`config.mk`:
```
export PLATFORM = sky130hd
export DESIGN_NAME = mem_arbiter
export DESIGN_NICKNAME = d
export VERILOG_FILES = /design/src/rtl/mem_arbiter.sv
export SDC_FILE = /design/constraint.sdc
export NUM_CORES = 1
export LEC_CHECK = 0
export BUFFER_PORTS_ARGS = -buffer_cell sky130_fd_sc_hd__buf_4
export CAP_MARGIN = 25
export CELL_PAD_IN_SITES_DETAIL_PLACEMENT = 0
export CELL_PAD_IN_SITES_GLOBAL_PLACEMENT = 2
export CORE_ASPECT_RATIO = 2
export CORE_MARGIN = 5
export CORE_UTILIZATION = 27
export CTS_CLUSTER_SIZE = 16
export DETAILED_ROUTE_END_ITERATION = 12
export MAX_ROUTING_LAYER = met4
export PLACE_DENSITY_LB_ADDON = 0.1
export SLEW_MARGIN = 20
export SYNTH_ARGS = -nofsm -noshare
export SYNTH_HDL_FRONTEND = slang
export SYNTH_SLANG_ARGS = --single-unit
```
`constraint.sdc`:
```
create_clock -name clk -period 2.4 [get_ports clk]
set_input_delay 0.48 -clock clk [delete_from_list [all_inputs] [get_ports clk]]
set_output_delay 0.48 -clock clk [all_outputs]
set_load 0.005 [all_outputs]
```
`src/rtl/mem_arbiter.sv`:
```
// Round-robin arbiter that multiplexes LSU read/write requests onto external memory channels.
// Latency: mem valid 1 cycle after a granted consumer valid; consumer ready 1 cycle after mem ready.
// Backpressure: a channel holds its mem request until mem ready, then holds consumer ready until the LSU drops valid.
module mem_arbiter #(
    parameter int ADDR_BITS     = 8,
    parameter int DATA_BITS     = 8,
    parameter int NUM_CONSUMERS = 4,
    parameter int NUM_CHANNELS  = 1,
    parameter int WRITE_ENABLE  = 1
) (
    input  logic                               clk,
    input  logic                               reset,
    input  logic [NUM_CONSUMERS-1:0]           consumer_read_valid,
    input  logic [NUM_CONSUMERS*ADDR_BITS-1:0] consumer_read_address,
    output logic [NUM_CONSUMERS-1:0]           consumer_read_ready,
    output logic [NUM_CONSUMERS*DATA_BITS-1:0] consumer_read_data,
    input  logic [NUM_CONSUMERS-1:0]           consumer_write_valid,
    input  logic [NUM_CONSUMERS*ADDR_BITS-1:0] consumer_write_address,
    input  logic [NUM_CONSUMERS*DATA_BITS-1:0] consumer_write_data,
    output logic [NUM_CONSUMERS-1:0]           consumer_write_ready,
    output logic [NUM_CHANNELS-1:0]            mem_read_valid,
    output logic [NUM_CHANNELS*ADDR_BITS-1:0]  mem_read_address,
    input  logic [NUM_CHANNELS-1:0]            mem_read_ready,
    input  logic [NUM_CHANNELS*DATA_BITS-1:0]  mem_read_data,
    output logic [NUM_CHANNELS-1:0]            mem_write_valid,
    output logic [NUM_CHANNELS*ADDR_BITS-1:0]  mem_write_address,
    output logic [NUM_CHANNELS*DATA_BITS-1:0]  mem_write_data,
    input  logic [NUM_CHANNELS-1:0]            mem_write_ready
);

    localparam int IW    = (NUM_CONSUMERS > 1) ? $clog2(NUM_CONSUMERS) : 1;
    localparam bit WR_EN = (WRITE_ENABLE != 0);

    typedef enum logic [2:0] {
        IDLE,
        READ_WAITING,
        WRITE_WAITING,
        RELAY_READ,
        RELAY_WRITE
    } state_t;

    state_t                 state_q [NUM_CHANNELS];
    state_t                 state_d [NUM_CHANNELS];
    logic [IW-1:0]          owner_q [NUM_CHANNELS];
    logic [IW-1:0]          owner_d [NUM_CHANNELS];
    logic [IW-1:0]          ptr_q   [NUM_CHANNELS];
    logic [IW-1:0]          ptr_d   [NUM_CHANNELS];
    logic [ADDR_BITS-1:0]   addr_q  [NUM_CHANNELS];
    logic [ADDR_BITS-1:0]   addr_d  [NUM_CHANNELS];
    logic [DATA_BITS-1:0]   wdata_q [NUM_CHANNELS];
    logic [DATA_BITS-1:0]   wdata_d [NUM_CHANNELS];
    logic [DATA_BITS-1:0]   rdata_q [NUM_CONSUMERS];
    logic [DATA_BITS-1:0]   rdata_d [NUM_CONSUMERS];
    logic [NUM_CHANNELS-1:0]  rvld_q, rvld_d, wvld_q, wvld_d;
    logic [NUM_CONSUMERS-1:0] rrdy_q, rrdy_d, wrdy_q, wrdy_d;
    logic [NUM_CONSUMERS-1:0] claim_q, claim_d;

    // unpacked views of the flattened buses
    logic [ADDR_BITS-1:0]   rd_addr   [NUM_CONSUMERS];
    logic [ADDR_BITS-1:0]   wr_addr   [NUM_CONSUMERS];
    logic [DATA_BITS-1:0]   wr_data   [NUM_CONSUMERS];
    logic [DATA_BITS-1:0]   mem_rdata [NUM_CHANNELS];
    logic [NUM_CONSUMERS-1:0] wr_req;
    logic [NUM_CHANNELS-1:0]  wr_ack;

    // scan scratch: taken accumulates claims so later channels see earlier grants this cycle
    logic [NUM_CONSUMERS-1:0] taken;
    logic                     found;
    logic [IW-1:0]            cand;
    logic [IW-1:0]            sel;

    assign wr_req = WR_EN ? consumer_write_valid : '0;
    assign wr_ack = WR_EN ? mem_write_ready : '0;

    for (genvar i = 0; i < NUM_CONSUMERS; i++) begin : g_lsu
        assign rd_addr[i] = consumer_read_address[i*ADDR_BITS +: ADDR_BITS];
        assign wr_addr[i] = consumer_write_address[i*ADDR_BITS +: ADDR_BITS];
        assign wr_data[i] = consumer_write_data[i*DATA_BITS +: DATA_BITS];
        assign consumer_read_data[i*DATA_BITS +: DATA_BITS] = rdata_q[i];
    end

    for (genvar c = 0; c < NUM_CHANNELS; c++) begin : g_ch
        assign mem_rdata[c] = mem_read_data[c*DATA_BITS +: DATA_BITS];
        assign mem_read_address[c*ADDR_BITS +: ADDR_BITS]  = addr_q[c];
        assign mem_write_address[c*ADDR_BITS +: ADDR_BITS] = WR_EN ? addr_q[c] : '0;
        assign mem_write_data[c*DATA_BITS +: DATA_BITS]    = WR_EN ? wdata_q[c] : '0;
    end

    assign consumer_read_ready  = rrdy_q;
    assign consumer_write_ready = wrdy_q;
    assign mem_read_valid       = rvld_q;
    assign mem_write_valid      = wvld_q;

    // next-state for all channels, evaluated in channel index order
    always_comb begin
        state_d = state_q;
        owner_d = owner_q;
        ptr_d   = ptr_q;
        addr_d  = addr_q;
        wdata_d = wdata_q;
        rdata_d = rdata_q;
        rvld_d  = rvld_q;
        wvld_d  = wvld_q;
        rrdy_d  = rrdy_q;
        wrdy_d  = wrdy_q;
        claim_d = claim_q;
        taken   = claim_q;
        found   = 1'b0;
        cand    = '0;
        sel     = '0;
        for (int c = 0; c < NUM_CHANNELS; c++) begin
            found = 1'b0;
            sel   = '0;
            case (state_q[c])
                IDLE: begin
                    for (int k = 0; k < NUM_CONSUMERS; k++) begin
                        cand = IW'((int'(ptr_q[c]) + k) % NUM_CONSUMERS);
                        if (!found && !taken[cand] && (consumer_read_valid[cand] || wr_req[cand])) begin
                            found = 1'b1;
                            sel   = cand;
                        end
                    end
                    if (found) begin
                        taken[sel]   = 1'b1;
                        claim_d[sel] = 1'b1;
                        owner_d[c]   = sel;
                        ptr_d[c]     = IW'((int'(sel) + 1) % NUM_CONSUMERS);
                        // read wins when an LSU presents both; the write is picked up next visit
                        if (consumer_read_valid[sel]) begin
                            addr_d[c]  = rd_addr[sel];
                            rvld_d[c]  = 1'b1;
                            state_d[c] = READ_WAITING;
                        end else begin
                            addr_d[c]  = wr_addr[sel];
                            wdata_d[c] = wr_data[sel];
                            wvld_d[c]  = 1'b1;
                            state_d[c] = WRITE_WAITING;
                        end
                    end
                end
                READ_WAITING: begin
                    if (mem_read_ready[c]) begin
                        rvld_d[c]              = 1'b0;
                        rrdy_d[owner_q[c]]     = 1'b1;
                        rdata_d[owner_q[c]]    = mem_rdata[c];
                        state_d[c]             = RELAY_READ;
                    end
                end
                RELAY_READ: begin
                    if (!consumer_read_valid[owner_q[c]]) begin
                        rrdy_d[owner_q[c]]  = 1'b0;
                        claim_d[owner_q[c]] = 1'b0;
                        state_d[c]          = IDLE;
                    end
                end
                WRITE_WAITING: begin
                    if (wr_ack[c]) begin
                        wvld_d[c]          = 1'b0;
                        wrdy_d[owner_q[c]] = 1'b1;
                        state_d[c]         = RELAY_WRITE;
                    end
                end
                RELAY_WRITE: begin
                    if (!wr_req[owner_q[c]]) begin
                        wrdy_d[owner_q[c]]  = 1'b0;
                        claim_d[owner_q[c]] = 1'b0;
                        state_d[c]          = IDLE;
                    end
                end
                default: state_d[c] = IDLE;
            endcase
        end
    end

    // state registers; reset drops any in-flight transaction without a ready
    always_ff @(posedge clk) begin
        if (!reset) begin
            for (int c = 0; c < NUM_CHANNELS; c++) begin
                state_q[c] <= IDLE;
                owner_q[c] <= '0;
                ptr_q[c]   <= '0;
                addr_q[c]  <= '0;
                wdata_q[c] <= '0;
            end
            for (int i = 0; i < NUM_CONSUMERS; i++) begin
                rdata_q[i] <= '0;
            end
            rvld_q  <= '0;
            wvld_q  <= '0;
            rrdy_q  <= '0;
            wrdy_q  <= '0;
            claim_q <= '0;
        end else begin
            state_q <= state_d;
            owner_q <= owner_d;
            ptr_q   <= ptr_d;
            addr_q  <= addr_d;
            wdata_q <= wdata_d;
            rdata_q <= rdata_d;
            rvld_q  <= rvld_d;
            wvld_q  <= wvld_d;
            rrdy_q  <= rrdy_d;
            wrdy_q  <= wrdy_d;
            claim_q <= claim_d;
        end
    end

endmodule

```
Yosys cells after proc, flatten, opt, wreduce, memory -nomap -nowiden
Index checks and enable logic that the tools add are counted.
{"block": "word_totals", "reg_bits": 69, "elab_cells": 171, "inputBits": 116}
{"block": "op_classes", "bitwise": 10, "n_eq_ne": 11, "addsub": 4, "reduce_logical": 36, "mux": 85, "n_lt_le_gt_ge": 11}
{"op": "2-to-1 mux 8 bit", "count": 8}
{"op": "binary-select mux 8 bit (select 2 bit)", "count": 3}
{"op": "bitwise mux 32 bit", "count": 1}
{"op": "2-to-1 mux 1 bit", "count": 31}
{"op": "binary-select mux 1 bit (select 2 bit)", "count": 15}
{"op": "2-to-1 mux 4 bit", "count": 7}
{"op": "less-than comparator 2 x 3 -> 1 bit, second input constant", "count": 6}
{"op": "demux 8 bit (select 2 bit)", "count": 1}
{"op": "one-hot mux 4 bit (2 select lines)", "count": 2}
{"op": "2-to-1 mux 3 bit", "count": 5}
{"op": "one-hot mux 3 bit (5 select lines)", "count": 1}
{"op": "!= test 2 bit, second input constant", "count": 7}
{"op": "bitwise AND 4 bit", "count": 3}
{"op": "2-to-1 mux 2 bit", "count": 6}
{"op": "OR 4 bit", "count": 3}
{"op": "one-hot mux 4 bit (3 select lines)", "count": 1}
{"op": "AND reduction 4 bit", "count": 3}
{"op": "logical AND 1 bit", "count": 10}
{"op": "AND reduction 3 bit", "count": 3}
{"op": "nonzero test 2 bit", "count": 4}
{"op": "logical NOT 1 bit", "count": 7}
{"op": "equality test 3 x 2 -> 1 bit, second input constant", "count": 2}
{"op": ">= comparator 3 bit, second input constant", "count": 2}
{"op": "inverter 2 -> 3 bit", "count": 2}
{"op": "other kinds (15)", "count": 24}

Logic depth before layout (Yosys ltp)
Gate-level depths: netlist (run 1).
{"block": "logic_depth", "ltp_word": 28, "depth_mapped": 10, "ltp_nobuf": 8}

Worst setup path after synthesis (run 1)
Ideal clock, no wire load.
{"block": "synth_path", "kind": "in2reg", "startpoint": "in consumer_read_valid[2]", "endpoint": "reg wdata_q (netlist bit mem_write_data[1])", "t_arrival_ps": 2150, "path_stages": 8, "t_required_ps": 2276, "path_slack_ps": 126, "cell_sequence": "buf_2 -> o21bai_4 -> o22ai_1 -> a211oi_4 -> buf_4 -> mux2_2 -> o221ai_1 -> mux2i_1"}
{"block": "synth_between", "elab_chain_cells": 25, "word_cells_on_any_way": 43, "classes_between": "26 x mux; 2 x bitwise; 15 x reduce/logical"}
{"item": "start, declared", "line": "13", "source": "input logic [NUM_CONSUMERS-1:0] consumer_read_valid,"}
{"item": "binary-select mux 1 bit (select 2 bit)", "line": "118", "source": "if (!found && !taken[cand] && (consumer_read_valid[cand] || wr_req[cand])) begin"}
{"item": "2-to-1 mux 1 bit (not written as such)", "line": "118"}
{"item": "logical OR 1 bit", "line": "118"}
{"item": "logical AND 1 bit", "line": "118"}
{"item": "2-to-1 mux 1 bit", "line": "118"}
{"item": "2-to-1 mux 1 bit", "line": "114", "source": "case (state_q[c])"}
{"item": "logical NOT 1 bit", "line": "118"}
{"item": "logical AND 1 bit (2 in series)", "line": "118"}
{"item": "[7 not listed]"}
{"item": "logical NOT 1 bit", "line": "118"}
{"item": "logical AND 1 bit (2 in series)", "line": "118"}
{"item": "2-to-1 mux 2 bit", "line": "118"}
{"item": "2-to-1 mux 2 bit", "line": "114"}
{"item": "binary-select mux 1 bit (select 2 bit) / inverter 2 -> 3 bit (equally long branches)", "line": "129, 135"}
{"item": "2-to-1 mux 1 bit (not written as such) / binary-select mux 8 bit (select 2 bit) (equally long branches)", "line": "129, 135"}
{"item": "inverter 1 bit (no line) / 2-to-1 mux 8 bit (equally long branches)"}
{"item": "AND reduction 3 bit (no line) / 2-to-1 mux 8 bit (equally long branches)"}
{"item": "end signal, assigned", "line": "198", "source": "wdata_q <= wdata_d;"}
{"item": "end, declared", "line": "50", "source": "logic [DATA_BITS-1:0] wdata_q [NUM_CHANNELS];"}
Several ways; a longest one is shown, not always the timed one. The select of a mux whose other input is x is not followed.
A chain may end at the register's enable or synchronous reset.

Worst setup path after layout (run 1)
{"block": "layout_path", "startpoint": "reg claim_q[3]", "endpoint": "reg wdata_q (netlist bit mem_write_data[0])"}
{"block": "layout_between", "elab_chain_cells": 25, "word_cells_on_any_way": 43, "classes_between": "26 x mux; 2 x bitwise; 15 x reduce/logical"}
{"item": "start, declared", "line": "56", "source": "logic [NUM_CONSUMERS-1:0] claim_q, claim_d;"}
{"item": "start signal, assigned", "line": "204", "source": "claim_q <= claim_d;"}
{"item": "binary-select mux 1 bit (select 2 bit)", "line": "118"}
{"item": "2-to-1 mux 1 bit (not written as such)", "line": "118"}
{"item": "logical NOT 1 bit", "line": "118"}
{"item": "logical AND 1 bit", "line": "118"}
{"item": "2-to-1 mux 1 bit", "line": "118"}
{"item": "2-to-1 mux 1 bit", "line": "114"}
{"item": "logical NOT 1 bit", "line": "118"}
{"item": "logical AND 1 bit (2 in series)", "line": "118"}
{"item": "[7 not listed]"}
{"item": "logical NOT 1 bit", "line": "118"}
{"item": "logical AND 1 bit (2 in series)", "line": "118"}
{"item": "2-to-1 mux 2 bit", "line": "118"}
{"item": "2-to-1 mux 2 bit", "line": "114"}
{"item": "binary-select mux 1 bit (select 2 bit) / inverter 2 -> 3 bit (equally long branches)", "line": "129, 135"}
{"item": "2-to-1 mux 1 bit (not written as such) / binary-select mux 8 bit (select 2 bit) (equally long branches)", "line": "129, 135"}
{"item": "inverter 1 bit (no line) / 2-to-1 mux 8 bit (equally long branches)"}
{"item": "AND reduction 3 bit (no line) / 2-to-1 mux 8 bit (equally long branches)"}
Several ways; a longest one is shown, not always the timed one. The select of a mux whose other input is x is not followed.

==> flow_summary.yaml, run 1 <==
outcome:
  outcome: "completed"
clock_tree:
  cts_buffers: 9
  cts_root_buf: "clkbuf_16"
  cts_max_level: 3
  insertion_delay_ns: 0.33
  clkTransAtPathRegs_ns: 0.06
  cts_setup_buffers: 0
  cts_resized: 0
  cts.sinks: 69
  tritoncts: "yes"
  cts_buffer_depth: 2
  hold_buffers: 0
critical_path:
  max_stage_delay_ns: 0.36
  cp_slowest_cell: "mux2_2"
  crit_required_ns: 2.61
  critPathMaxFanout: 42
  critical_path.top_delay_family: "compound AO/OA/AOI/OAI gates"
  arrival_ns: 2.41
  crit_type: "register to register"
  crit_buf_inv: 2
  reg2reg_depth: 8
  cp.depth: 8
  cp_cell_sequence: "o21ba_2 > nor2_1 > buf_4 > a211oi_4 > buf_12 > mux2_2 > o221ai_1 > mux2i_1"
  end_kind: "register"
  crit_path_start_kind: "register"
yosys:
  synthTopCellsByArea: "dfxtp_1 (35%), mux2i_1 (15%), nor2b_1 (8.0%), mux2_2 (4.9%), nand2_1 (2.9%)"
  synth-edff-count: 0
  synth-main-ff-cell: "dfxtp_1"
  synth_cell_type_count: 50
  synth.most_common_cell: "dfxtp_1"
  syn_area_mm2: 0.00391
  synthTopCellsByCount: "dfxtp_1 (69), mux2i_1 (59), nor2b_1 (50), nand2_1 (30), clkbuf_1 (22)"
  ys_seq_area_share_pct: 35.3
  yosysTopAreaCell: "dfxtp_1"
  yosysTopAreaCellShare_pct: 35.3
  synth.avg_cell_area_um2: 9.48
  syn_nets: 533
  synth_cells: 413
  yosysWarnings: 0
  ys_seq_elements: 69
  async_reset_ff_share_pct: 0
sta:
  fmax_mhz: 456
  rsz0062_at_grt: "false"
  hold_ws_ns: 0.431
  layout_setup_ws_ns: 0.207
  tns_ns: 0
  drv_slew: 0
  hold_viol: 0
  tightest_slew_ns: 0.590
  setup_viol: 0
  finalCritPeriodShare_pct: 91.4
  skew_ns: 0.00622
  relSlewSlack_pct: 60.7
  min_period_ns: 2.19
power_and_ir_drop:
  p_sw_uw: 1990
  pwr-share-comb_pct: 46.2
  p_clk_share_pct: 26.4
  pwr_density_cell_mw_per_mm2: 951
  seq_power_share_pct: 27.3
  swShare_pct: 35.9
  p_int_uw: 3560
  p_leak_uw: 0.00266
  irDropWorstVdd_uv: 611
placed_design:
  dp_hpwl_um: 10900
  placed_cell_area_mm2: 0.00551
  pre_cts_slack_ns: -0.00512
  place_congestion: 0.825
  port_buffers: 181
  place_inst: 765
min_path:
  min_path_type: "input port to register"
  hold_depth: 3
final_layout:
  multi_input_area_mm2: 0.00232
  antenna_cells: 0
  final_cells: 781
  nets: 704
  nFillCells: 1526
  synthToLayoutAreaGrowth_pct: 48.9
  register_area_mm2: 0.00138
  drive_gt1_share_pct: 41.8
  fin_area_mm2: 0.00583
detailed_routing:
  first_pass_iters: 4
  first_iter_violations: 152
  drt-total-wl_um: 13800
  avgViaCountPerCell: 4.74
  routedWlPerCell_um: 17.7
  via_count: 3703
  route.detailed.drc: 0
  postRouteAntennaNets: 0
global_routing:
  grt_max_degree: 62
  antenna_found_initial: 0
  grt.total_usage_pct: 16.6
  grt_overflow: 0
  grt_pass1_vias: 3960
  grt_pass1_wl_um: 21200
floorplanning:
  coreArea_mm2: 0.0143
  die_w_um: 95.1
  start_util_pct: 27.4
  dieArea_mm2: 0.0171
  dieHeight_um: 180
  core.rowCount: 62
  boundaryPins: 182
job:
  max-cap-violations: 0
[area by class of cell]
type                       count  area share (%)
multi-input combinational    296            39.7
timing repair buffer         203            26.6
sequential                    69            23.7
tap                          192            4.12
clock buffer                  10            3.93
clock inverter                 6            1.63
inverter                       5           0.322
[cells in the final DEF (no fill, tap or decap), types with 2 or more instances in the layout]
cell and count:
a211o_1 8, a211oi_1 8, a21boi_0 9, a21oi_1 4, a22o_1 8, a311o_1 2, a31oi_1 8, and2_1 2
buf_12 2, buf_4 201, bufinv_16 2, clkbuf_16 9, clkinv_4 2, dfxtp_1 69, ha_1 4, inv_1 5
inv_6 2, mux2_2 17, mux2i_1 59, mux4_2 2, nand2_1 30, nand2b_1 6, nand3_1 2, nor2_1 6
nor2b_1 50, nor3_2 2, o211ai_1 10, o21a_1 3, o21ai_0 19, o21ba_2 2, o21bai_1 3, o21bai_4 2
o221ai_1 8, o311a_1 3, o31ai_1 2, or3_1 2
[layer usage]
layer | vias up | wire length [um] | GRT usage, %
li1 | 1837 | - | -
met1 | 1725 | 5050 | 16.8
met2 | 121 | 7790 | 31.2
met3 | 20 | 751 | 3.01
met4 | 0 | 259 | 5.21
met5 | - | 0 | -
[power groups by stage]
stage               clock, uW  sequential, uW  combinational, uW
floorplan                   0            1480               1680
global placement            0            1550               2580
detailed placement          0            1550               2620
CTS                      1510            1520               2620
global route             1560            1550               2830
finish                   1470            1510               2560
[final timing paths]
kind | start | slack, ns | to
min | mem_read_data[7] | 0.43 | consumer_read_data[15]$_SDFFE_PN0P_
min reg2reg | mem_write_valid$_SDFFE_PN0P_ | 0.45 | mem_write_valid$_SDFFE_PN0P_
max | claim_q[3]$_SDFFE_PN0P_ | 0.21 | mem_write_data[0]$_SDFFE_PN0P_
max reg2reg | claim_q[3]$_SDFFE_PN0P_ | 0.21 | mem_write_data[0]$_SDFFE_PN0P_
[cells by family (layout without fill, tap and decap cells)]
family                     Yosys count  after routing  share of synthesized area (%)
AOI/OAI and AO/OA                  108            108                           21.4
adders and majority gates            4              4                           1.28
buffers and inverters               48            224                           6.14
DFF                                 69             69                           35.3
muxes                               78             78                           21.1
and+or+nand+nor                    106            106                           14.8
[per-stage QoR]
| stage | total power, uW | utilization, % |
|---|---|---|
| floorplan | 3170 | - |
| global placement | 4130 | 38.6 |
| detailed placement | 4160 | 38.6 |
| CTS | 5660 | 40.8 |
| global route | 5940 | 40.8 |
| finish | 5550 | 40.8 |
[worst register-to-register path, delay by kind of cell (launching register included)]
family	cells	cell delay (ns)
compound gates	3	0.81
mux	2	0.48
buf+inv	2	0.42
flops	1	0.33
simple gates	1	0.05
Note: power is estimated with default switching activity, not from simulation.
==> run 2: changes to the inputs <==
ABC_AREA = 1   (was not set)
CORE_UTILIZATION = 23   (was 27)
==> flow_summary.yaml, run 2 <==
global_routing:
  grt.total_usage_pct: 17.8
  grt_pass1_wl_um: 28500
  grt_overflow: 0
  grt_max_degree: 48
  antenna_found_initial: 1
  grt_pass1_vias: 5262
clock_tree:
  cts_buffers: 9
  tritoncts: "yes"
  hold_buffers: 0
  cts_max_level: 3
  cts_root_buf: "clkbuf_16"
  insertion_delay_ns: 0.34
  cts_buffer_depth: 2
  clkTransAtPathRegs_ns: 0.06
  cts.sinks: 69
critical_path:
  r2r-end: "mem_read_address[0]$_SDFFE_PN0P_"
  critPathMaxFanout: 13
  rrSetupSlack_ns: 0.18
  crit_buf_inv: 5
  crit_required_ns: 2.63
  critical_path.top_delay_family: "simple AND/OR/NAND/NOR gates"
  end_kind: "register"
  cp_cell_sequence: "buf_12 > inv_2 > nand2_1 > nand2_1 > nand2_1 > nand3_1 > o21ai_1 > buf_4 > nand3_4 > nand2_4 > buf_12 > nand3_2 > nand2_4 > inv_2 > nand2_1 > nand3_2 > nand2_1 > a21oi_1"
  cp_slowest_cell: "dfxtp_2"
  max_stage_delay_ns: 0.34
  arrival_ns: 2.45
  crit_path_start_kind: "register"
  cp_common_cell: "nand2_1"
  reg2reg_depth: 18
  crit-reg2reg-launch: "ptr_q[0]$_SDFFE_PN0P_"
  crit_type: "register to register"
floorplanning:
  boundaryPins: 182
  die_w_um: 105
  dieHeight_um: 200
  dieArea_mm2: 0.0211
  coreArea_mm2: 0.0178
  start_util_pct: 23.4
  core.rowCount: 69
sta:
  hold_ws_ns: 0.430
  fmax_mhz: 450
  min_period_ns: 2.22
  rsz0062_at_grt: "false"
  tightest_slew_ns: 0.892
  relSlewSlack_pct: 40.3
  finalCritPeriodShare_pct: 92.6
  hold_viol: 0
  skew_ns: 0.00709
  setup_viol: 0
  drv_slew: 0
placed_design:
  dp_hpwl_um: 15300
  place_congestion: 0.891
  port_buffers: 181
  placed_cell_area_mm2: 0.00606
  place_inst: 1087
detailed_routing:
  avgViaCountPerCell: 4.57
  drt-total-wl_um: 19200
  first_pass_iters: 4
  route.detailed.drc: 0
  routedWlPerCell_um: 17.4
  postRouteAntennaNets: 0
  via_count: 5066
  first_iter_violations: 196
yosys:
  yosysWarnings: 0
  synth_cell_type_count: 36
  yosysTopAreaCell: "dfxtp_1"
  synth-main-ff-cell: "dfxtp_1"
  synth_cells: 675
  synthTopCellsByCount: "nand2_1 (208), nor2_1 (107), dfxtp_1 (69), o21ai_0 (65), nand3_1 (62)"
  async_reset_ff_share_pct: 0
  synth-edff-count: 0
  yosysTopAreaCellShare_pct: 33.2
  synthTopCellsByArea: "dfxtp_1 (33%), nand2_1 (19%), nor2_1 (9.6%), o21ai_0 (7.8%), nand3_1 (7.4%)"
  syn_nets: 795
  ys_seq_area_share_pct: 33.2
  synth.most_common_cell: "nand2_1"
  syn_area_mm2: 0.00417
  ys_seq_elements: 69
  synth.avg_cell_area_um2: 6.17
final_layout:
  final_cells: 1108
  fin_area_mm2: 0.00652
  final_cell_mix: "buf_4 (230), nand2_1 (205), nor2_1 (107)"
  final_common_cell: "buf_4"
  synthToLayoutAreaGrowth_pct: 56.5
  nets: 1011
  drive_gt1_share_pct: 32.7
power_and_ir_drop:
  irDropWorstVdd_uv: 767
  p_leak_uw: 0.00331
  power_uw: 9570
  pwr_density_cell_mw_per_mm2: 1470
job:
  max-cap-violations: 0
min_path:
  hold_depth: 3
  min_to: "consumer_read_data[16]$_SDFFE_PN0P_"
  min_path_type: "input port to register"
  hold_start: "mem_read_data[0]"
outcome:
  outcome: "completed"
==> run 2: kinds of logic (layout without fill, tap and decap cells) <==
family,Yosys count,after routing,synth area share [%]
adder cells (fa/ha/maj),4,4,1.20
buffers and inverters,85,302,9.46
other,0,1,0
flip-flops,69,69,33.2
XOR/XNOR,1,1,0.390
AO/OA/AOI/OAI,114,114,14.4
AND/OR/NAND/NOR,402,404,41.4
==> run 2: final cells by class <==
cell class / instances / area, um^2
diodes: 1 / 2.50
clock buffers: 11 / 253
clock inverters: 3 / 46.3
fillers: 1987 / 11300
inverters: 50 / 195
multi-input cells: 523 / 2490
flip-flops and latches: 69 / 1380
well taps: 213 / 267
repair buffers: 238 / 1880
==> run 2: worst max path at each step <==
| stage | start | to | slack, ns | depth (start not counted) |
|---|---|---|---|---|
| 5_1_grt | ptr_q[0]$_SDFFE_PN0P_ | state_q[1]$_SDFFE_PN0P_ | 0.009 | 18 |
| 4_1_cts | ptr_q[0]$_SDFFE_PN0P_ | mem_write_data[5]$_SDFFE_PN0P_ | 0.06 | 15 |
| 2_1_floorplan | consumer_read_valid[3] | ptr_q[1]$_SDFFE_PN0P_ | 0.24 | 15 |
| 3_3_place_gp | consumer_read_valid[3] | mem_read_address[0]$_SDFFE_PN0P_ | -0.16 | 16 |
| 6_report | ptr_q[0]$_SDFFE_PN0P_ | mem_read_address[0]$_SDFFE_PN0P_ | 0.18 | 18 |
| 3_5_place_dp | consumer_read_valid[3] | mem_read_address[1]$_SDFFE_PN0P_ | -0.17 | 18 |
==> run 2: where the power goes <==
group          leakage, uW  total (uW)  switching, uW  internal (uW)
clock             0.000144        1370            522            852
sequential        0.000563        1540            164           1370
combinational      0.00260        6660           3970           2690
total              0.00331        9570           4650           4920
==> run 2: metal layers <==
layer  GRT usage [%]  wire, um  part of all wire [%]
met1            15.4      6160                    32
met2            35.0     11300                    59
met3            3.22       897                   4.7
met4            9.51       906                   4.7
met5               -         0                     0
==> run 2: tightest hold or removal path: stages <==
cell,delay (ns)
buf_4,0.12
nor2_1,0.05
nor2_1,0.09
==> run 2: repair_timing <==
item                                    CTS  global route
endpoints found under the setup margin    2            23
cloned                                    0             3
gates resized for setup                   3            18
pin swaps                                 0             4
setup buffers                             0             3
==> run 2: per-stage QoR <==
| stage | util, % | TNS, ns | setup WS (ns) |
|---|---|---|---|
| CTS | 35.9 | 0 | 0.0605 |
| global route | 36.7 | 0 | 0.00882 |
| finish | 36.7 | 0 | 0.177 |
| detailed placement | 34.1 | -1.57 | -0.171 |
| global placement | 34.1 | -0.933 | -0.160 |
| floorplan | - | 0 | 0.239 |
==> run 3: changes to the inputs <==
CORE_UTILIZATION = 25   (was 23)
clock period = 2.6 ns   (was 2.4 ns; I/O delays follow)
==> flow_summary.yaml, run 3 (same netlist as run 2, synthesis figures left out) <==
sta:
  finalCritPeriodShare_pct: 91.9
  setup_viol: 0
  layout_setup_ws_ns: 0.212
  min_period_ns: 2.39
  fmax_mhz: 419
  hold_viol: 0
  rsz0062_at_grt: "false"
  relSlewSlack_pct: 41.6
  skew_ns: 0.00955
  tns_ns: 0
  tightest_slew_ns: 0.873
  hold_ws_ns: 0.462
  drv_slew: 0
clock_tree:
  clkTransAtPathRegs_ns: 0.06
  cts_resized: 0
  insertion_delay_ns: 0.34
  hold_buffers: 0
  cts_buffers: 9
  cts_buffer_depth: 2
  tritoncts: "yes"
  cts_setup_buffers: 0
  cts_root_buf: "clkbuf_16"
  cts.sinks: 69
  cts_max_level: 3
power_and_ir_drop:
  swShare_pct: 48.3
  seq_power_share_pct: 16.8
  pwr-share-comb_pct: 66.3
  irDropWorstVdd_uv: 519
  p_sw_uw: 4100
  p_leak_uw: 0.00318
  p_clk_share_pct: 16.9
  pwr_density_cell_mw_per_mm2: 1350
  p_int_uw: 4390
final_layout:
  final_cell_mix: "nand2_1 (207), buf_4 (201), nor2_1 (107)"
  fin_area_mm2: 0.00628
  multi_input_area_mm2: 0.00243
  nets: 982
  nFillCells: 1794
  drive_gt1_share_pct: 29.7
  synthToLayoutAreaGrowth_pct: 50.8
  final_common_cell: "nand2_1"
  register_area_mm2: 0.00138
  antenna_cells: 0
global_routing:
  grt.total_usage_pct: 19.3
  grt_max_degree: 49
  grt_pass1_wl_um: 27700
  grt_overflow: 0
  antenna_found_initial: 0
  grt_pass1_vias: 5218
critical_path:
  crit_type: "register to register"
  crit_path_start_kind: "register"
  arrival_ns: 2.65
  crit_required_ns: 2.86
  end_kind: "register"
  critPathMaxFanout: 12
min_path:
  min_path_type: "register to register"
floorplanning:
  coreArea_mm2: 0.0164
  dieArea_mm2: 0.0195
  die_w_um: 101
  boundaryPins: 182
  start_util_pct: 25.5
  core.rowCount: 66
  dieHeight_um: 193
placed_design:
  place_congestion: 0.940
  placed_cell_area_mm2: 0.00589
  pre_cts_slack_ns: 0.0146
  dp_hpwl_um: 15200
  port_buffers: 181
detailed_routing:
  avgViaCountPerCell: 4.68
  first_iter_violations: 157
  drt-total-wl_um: 18700
  via_count: 5010
  first_pass_iters: 5
  route.detailed.drc: 0
  postRouteAntennaNets: 0
  routedWlPerCell_um: 17.4
outcome:
  outcome: "completed"
job:
  max-cap-violations: 0
## run 3: changes by cell type in the layout (fill, tap and decap cells not counted), moves of 2 or more
cell / change
inv_4: -3
inv_2: +2
buf_12: +2
nand2_1: +2
nand2_4: -2
nand3_1: +4
bufinv_16: +2
nand3_2: -2
nand3_4: -2
buf_4: -29
## run 3: area by class of cell
cell class                 instances  share of cell area, %
multi-input combinational        522                   38.7
timing repair buffer             210                   26.7
sequential                        69                   22.0
tap                              204                   4.06
clock buffer                      10                   3.80
inverter                          50                   2.99
clock inverter                     5                   1.71
## run 3: worst paths after layout
path	cells after the start	endpoint	startpoint	slack, ns
worst max-delay path	16	mem_write_data[3]$_SDFFE_PN0P_	ptr_q[0]$_SDFFE_PN0P_	0.21
worst min-delay path	2	register	register	0.46
worst max register to register	16	mem_write_data[3]$_SDFFE_PN0P_	ptr_q[0]$_SDFFE_PN0P_	0.21
worst min register to register	2	register	register	0.46
## run 3: through the flow
stage / total power (uW) / instances / util [%]
after floorplan: 4880 / 675 / -
after global placement: 6980 / 1054 / 36.0
after detailed placement: 7030 / 1054 / 36.0
after CTS: 8520 / 1069 / 38.2
after global routing: 9320 / 1070 / 38.4
final: 8500 / 1070 / 38.4
## run 3: critical path, cell delays in order, from the launching register on
cell     delay (ns)
dfxtp_1        0.33
buf_4          0.22
inv_2          0.09
nand2_1        0.06
nand2_1        0.04
nand2_1        0.09
nand3_1        0.12
o21ai_1        0.20
nand3_4        0.13
nand2_4        0.09
buf_4          0.15
nand3_2        0.10
nand3_2        0.17
nand4_4        0.22
nand2_1        0.13
nand2_1        0.05
nor2_1         0.11
## run 3: layer usage
layer	vias up	GRT usage [%]	wire length, um
met2	164	39.2	11100
met1	2272	16.6	6060
met3	35	3.36	842
met4	0	7.99	650
li1	2539	-	-
met5	-	-	0
## run 3: power by group through the flow
| stage | Clock, uW | Sequential (uW) | Combinational (uW) |
|---|---|---|---|
| after floorplan | 0 | 1410 | 3470 |
| after global placement | 0 | 1440 | 5540 |
| after detailed placement | 0 | 1440 | 5580 |
| after CTS | 1490 | 1420 | 5610 |
| after global routing | 1530 | 1450 | 6340 |
| final | 1430 | 1430 | 5640 |
